### config.mk
export PLATFORM = sky130hd
export DESIGN_NAME = ntt_stage_ctrl
export DESIGN_NICKNAME = d
export VERILOG_FILES = /design/src/rtl/ntt_stage_ctrl.sv
export SDC_FILE = /design/constraint.sdc
export NUM_CORES = 1
export LEC_CHECK = 0
export ABC_CLOCK_PERIOD_IN_PS = 4880
export BUFFER_PORTS_ARGS = -buffer_cell sky130_fd_sc_hd__buf_2
export CAP_MARGIN = 20
export CORE_MARGIN = 2
export CORE_UTILIZATION = 25
export CTS_BUF_LIST = sky130_fd_sc_hd__clkbuf_16
export DETAILED_ROUTE_END_ITERATION = 16
export GPL_TIMING_DRIVEN = 0
export PLACE_DENSITY = 0.5
export SLEW_MARGIN = 25
export SYNTH_ARGS = -nofsm -noshare
export SYNTH_HDL_FRONTEND = slang
export SYNTH_SLANG_ARGS = --single-unit
### constraint.sdc
create_clock -name clk -period 4.88 [get_ports clk]
set_clock_uncertainty 0.15 [all_clocks]
set_input_delay 0.488 -clock clk [delete_from_list [all_inputs] [get_ports clk]]
set_output_delay 0.488 -clock clk [all_outputs]
set_load 0.1 [all_outputs]
### src/rtl/ntt_stage_ctrl.sv
// Stage/butterfly sequencer for the 512-point radix-2 NTT/INTT core.
// Define NTT_STAGE_CTRL_PERF_EN to add the cycle_cnt performance counter.
module ntt_stage_ctrl #(
  parameter int LOGN       = 9,
  parameter int BF_LATENCY = 8
) (
  input  logic            clk,
  input  logic            rst,
  input  logic            start,
  input  logic            inverse,
  output logic            busy,
  output logic            done,
  output logic [LOGN-6:0] stage,
  output logic            bf_inv,
  output logic            rd_en,
  output logic [LOGN-1:0] rd_addr_a,
  output logic [LOGN-1:0] rd_addr_b,
  output logic [LOGN-1:0] tw_addr,
  output logic            wr_en,
  output logic [LOGN-1:0] wr_addr_a,
  output logic [LOGN-1:0] wr_addr_b
`ifdef NTT_STAGE_CTRL_PERF_EN
  ,
  output logic [15:0]     cycle_cnt
`endif
);

  localparam int SW = LOGN - 5;
  localparam int JW = LOGN - 1;
  localparam int DW = 2 * LOGN + 1;

  localparam logic [1:0] S_IDLE  = 2'd0;
  localparam logic [1:0] S_RUN   = 2'd1;
  localparam logic [1:0] S_DRAIN = 2'd2;
  localparam logic [1:0] S_DONE  = 2'd3;

  localparam logic [SW-1:0] LAST = SW'(LOGN - 1);
  localparam logic [JW-1:0] JMAX = '1;
  localparam logic [3:0]    DMAX = 4'(BF_LATENCY - 1);

  logic [1:0]    state;
  logic [JW-1:0] j;
  logic [3:0]    dcnt;

  always_ff @(posedge clk) begin
    if (!rst) begin
      state  <= S_IDLE;
      stage  <= '0;
      j      <= '0;
      dcnt   <= '0;
      bf_inv <= 1'b0;
    end else begin
      case (state)
        S_IDLE: begin
          if (start) begin
            bf_inv <= inverse;
            stage  <= '0;
            j      <= '0;
            dcnt   <= '0;
            state  <= S_RUN;
          end
        end
        S_RUN: begin
          j <= j + JW'(1);
          if (j == JMAX) begin
            dcnt  <= '0;
            state <= S_DRAIN;
          end
        end
        S_DRAIN: begin
          dcnt <= dcnt + 4'd1;
          if (dcnt == DMAX) begin
            dcnt <= '0;
            if (stage == LAST) begin
              state <= S_DONE;
            end else begin
              stage <= stage + SW'(1);
              state <= S_RUN;
            end
          end
        end
        default: state <= S_IDLE;
      endcase
    end
  end

  assign rd_en = (state == S_RUN);
  assign busy  = (state == S_RUN) || (state == S_DRAIN);
  assign done  = (state == S_DONE);

  // Half-span is a power of two, so group/offset split is a shift and mask.
  logic [SW-1:0]   rs, sh, sh1;
  logic [LOGN-1:0] jx, hh, g, k, a, b, tw;

  always_comb begin
    rs  = LAST - stage;
    sh  = bf_inv ? stage : rs;
    sh1 = sh + SW'(1);
    jx  = {1'b0, j};
    hh  = LOGN'(1) << sh;
    g   = jx >> sh;
    k   = jx & (hh - LOGN'(1));
    a   = (g << sh1) | k;
    b   = a + hh;
    tw  = (LOGN'(1) << (bf_inv ? rs : stage)) + g;
  end

  assign rd_addr_a = rd_en ? a  : '0;
  assign rd_addr_b = rd_en ? b  : '0;
  assign tw_addr   = rd_en ? tw : '0;

  logic [DW-1:0] dl [BF_LATENCY];

  always_ff @(posedge clk) begin
    if (!rst) begin
      for (int i = 0; i < BF_LATENCY; i++) dl[i] <= '0;
    end else begin
      dl[0] <= {rd_en, rd_addr_a, rd_addr_b};
      for (int i = 1; i < BF_LATENCY; i++) dl[i] <= dl[i-1];
    end
  end

  assign {wr_en, wr_addr_a, wr_addr_b} = dl[BF_LATENCY-1];

`ifdef NTT_STAGE_CTRL_PERF_EN
  always_ff @(posedge clk) begin
    if (!rst)
      cycle_cnt <= '0;
    else if (state == S_IDLE && start)
      cycle_cnt <= '0;
    else if (busy)
      cycle_cnt <= cycle_cnt + 16'd1;
  end
`endif

endmodule

==> flow_summary.yaml <==
status:
  outcome: "finished, violations left"
  violations: "negative setup slack"
timing:
  worst_pin_slew_ns: 0.819
  rsz0062_at_grt: "true"
  fin_ws_ns: -0.752
  fmax_mhz: 178
  finalCriticalPeriod_ns: 5.63
  period_share_pct: 115
  slew_viol_final: 0
  slew_headroom_pct: 45.1
  fin_hold_ws_ns: 0.189
  setup_viol: 9
  hold_viol: 0
yosys:
  synth-seq-cells: 171
  synth_cells: 785
  yosys-top-cells-area: "dfxtp_1 46%, and2_1 13%, ha_1 4.6%"
  yosysTopAreaCell: "dfxtp_1"
  yosys_warnings: 0
  synth_edf_count: 0
  yosys.area.top_type_share_pct: 46.3
  synth_ff_type: "dfxtp_1"
  post-synth-top-count-cell: "dfxtp_1"
  ys_seq_area_share_pct: 46.3
  ys_types: 74
  syn_area_per_cell_sq_um: 9.41
  ys_top_cells_by_count: "171 x dfxtp_1, 153 x and2_1, 49 x nor2_1"
  async_reset_ff_share_pct: 0
  syn_area_sq_mm: 0.00739
  syn_nets: 818
drt:
  ant_nets: 0
  routed_wirelength_um: 18200
  vias: 5737
  drt-vias-per-instance: 4.34
  wl_per_cell_um: 13.8
  dr.pass1.iters: 4
  drc: 0
  drtIter0Drc: 413
setup_path:
  crit_path_start_kind: "flip-flop"
  cp.arrival_ns: 4.99
  cp-end-kind: "output pin"
  r2r-end: "dl[0][8]"
  r2r_start: "stage[0]"
  worst-path-max-fanout: 5
  worstSetupEndpoint: "rd_addr_b[8]"
  reg2reg_slack_ns: 0.30
  worstSetupPathType: "reg2out"
  r2r_cells: 21
  startpoint: "stage[0]"
  crit_required_ns: 4.24
global_route:
  grt_pass1_vias: 5467
  grt_pass1_wl_um: 29400
  grtUsageMet1_pct: 14.2
  gr-usage-met3_pct: 2.84
  grt-busiest-layer: "met2"
  gr-total-overflow: 0
  grt_antenna_before_repair: 0
  gr-usage-all-layers_pct: 12.2
  grt_max_degree: 17
  use_met2_pct: 21.0
floorplan:
  core-area_sq_mm: 0.0289
  dieWidth_um: 176
  die_h_um: 176
  rows: 62
  die-area_sq_mm: 0.0309
  ios: 58
  start_util_pct: 25.5
layout:
  syn_to_final_growth_pct: 34.5
  antennaDiodeCount: 0
  drive_gt1_share_pct: 29.3
  fin_nets: 959
  nFillCells: 2961
placement:
  dp_slack_ns: -1.38
  place_congestion: 0.865
  io_buffers: 57
  hpwl_um: 12900
flow_run:
  maxCapViolCount: 0
worst_hold_path:
  min-delay-start: "inverse"
  hold_class: "in2reg"
clock_network:
  cts_tree: "done"
  cts.clk_slew.worst_paths_ns: 0.07
  clk_latency_ns: 0.42
  cts_sinks: 171
  clock-root-buffer: "clkbuf_16"
  cts_buffers: 17
  clockBufferDepth: 2
  htree_num_levels: 4
power:
  p_leak_nw: 4.18
  ir_drop_v: 0.000233
  p_total_mw: 3.92
  powerDensity_mw_per_mm2: 395
state kept, by name, indices dropped and copies added (netlist names):
name / cells
dl: 152
j: 8
dcnt: 4
stage: 4
state: 2
bf_inv: 1
cell type report:
| cell class | instances | area, sq um | share of cell area (%) |
|---|---|---|---|
| plain buffers | 54 | 362 | 3.64 |
| clock buffers | 17 | 425 | 4.28 |
| clock inverters | 15 | 115 | 1.16 |
| inverters | 34 | 133 | 1.34 |
| multi-input cells | 525 | 4010 | 40.3 |
| flip-flops and latches | 171 | 3430 | 34.5 |
| well taps | 384 | 480 | 4.84 |
| repair buffers | 123 | 982 | 9.89 |
through the flow:
step | instances | util (%) | setup TNS (ns) | area, sq um
floorplan | 785 | - | -4.19 | 7590
global placement | 1226 | 28.9 | -11.27 | 8360
detailed placement | 1226 | 28.9 | -10.56 | 8360
CTS | 1311 | 33.5 | -4.05 | 9690
global route | 1323 | 34.3 | -6.27 | 9930
finish | 1323 | 34.3 | -4.10 | 9930
cell usage in the layout (no fill, tap or decap), drive strengths merged, types with 3 or more instances in the layout:
cell	instances
a2111oi	3
a211o	3
a211oi	8
a21boi	6
a21o	9
a21oi	27
a221oi	3
a31oi	7
a32oi	3
and2	153
and3	9
buf	150
clkbuf	44
clkinv	8
clkinvlp	3
dfxtp	171
ha	27
inv	38
mux2	3
mux2i	12
nand2	33
nand2b	11
nand3	17
nand4	5
nor2	50
nor2b	7
nor3	19
nor3b	3
nor4	3
o211ai	4
o21a	4
o21ai	36
or3	6
or4	4
xnor2	11
xor2	10
worst min path at each step:
stage                end  cells after the start
6_report          bf_inv                      3
5_1_grt           bf_inv                      3
4_1_cts           bf_inv                      3
3_5_place_dp   dl[0][24]                      1
3_3_place_gp   dl[1][44]                      1
2_1_floorplan  dl[1][44]                      1
routing by layer:
metal / up-vias / part of all wire (%)
met3: 46 / 4.9
met1: 2602 / 42
met2: 175 / 49
met5: - / 0
li1: 2914 / -
met4: 0 / 3.9
critical path: stages (launching register included):
cell and delay, ns:
dfxtp_4 0.35, buf_8 0.12, buf_8 0.11, inv_6 0.05, buf_12 0.11, ha_4 0.16
buf_4 0.12, nand3b_1 0.12, o32a_1 0.42, o21ai_2 0.22, buf_4 0.16, nand2_1 0.07
mux4_2 0.50, mux2_4 0.30, o21ai_4 0.18, ha_4 0.22, a21o_1 0.17, a21o_1 0.15
a21o_1 0.18, a21o_1 0.17, or3_4 0.34, a21oi_4 0.16, buf_12 0.21
kinds of logic after synthesis:
| kind of cell | share of synthesized area [%] |
|---|---|
| multiplexers | 2.79 |
| AND/OR/NAND/NOR | 24.8 |
| adder cells (fa/ha/maj) | 5.12 |
| AO/OA/AOI/OAI | 12.6 |
| flip-flops | 46.3 |
| buffers and inverters | 5.93 |
| XOR/XNOR | 2.49 |
repair_timing:
item,CTS,global route
hold buffers,0,0
pin swaps,40,18
resized for setup,94,36
setup buffers,53,15
setup endpoints to repair,28,17
report_power, final:
part | switching [mW] | leakage (nW) | internal, mW | total [mW]
combinational | 0.816 | 2.54 | 0.453 | 1.27
sequential | 0.0182 | 1.38 | 1.42 | 1.44
clock | 0.558 | 0.259 | 0.659 | 1.22
total | 1.39 | 4.18 | 2.53 | 3.92
(Power assumes the default switching activity.)
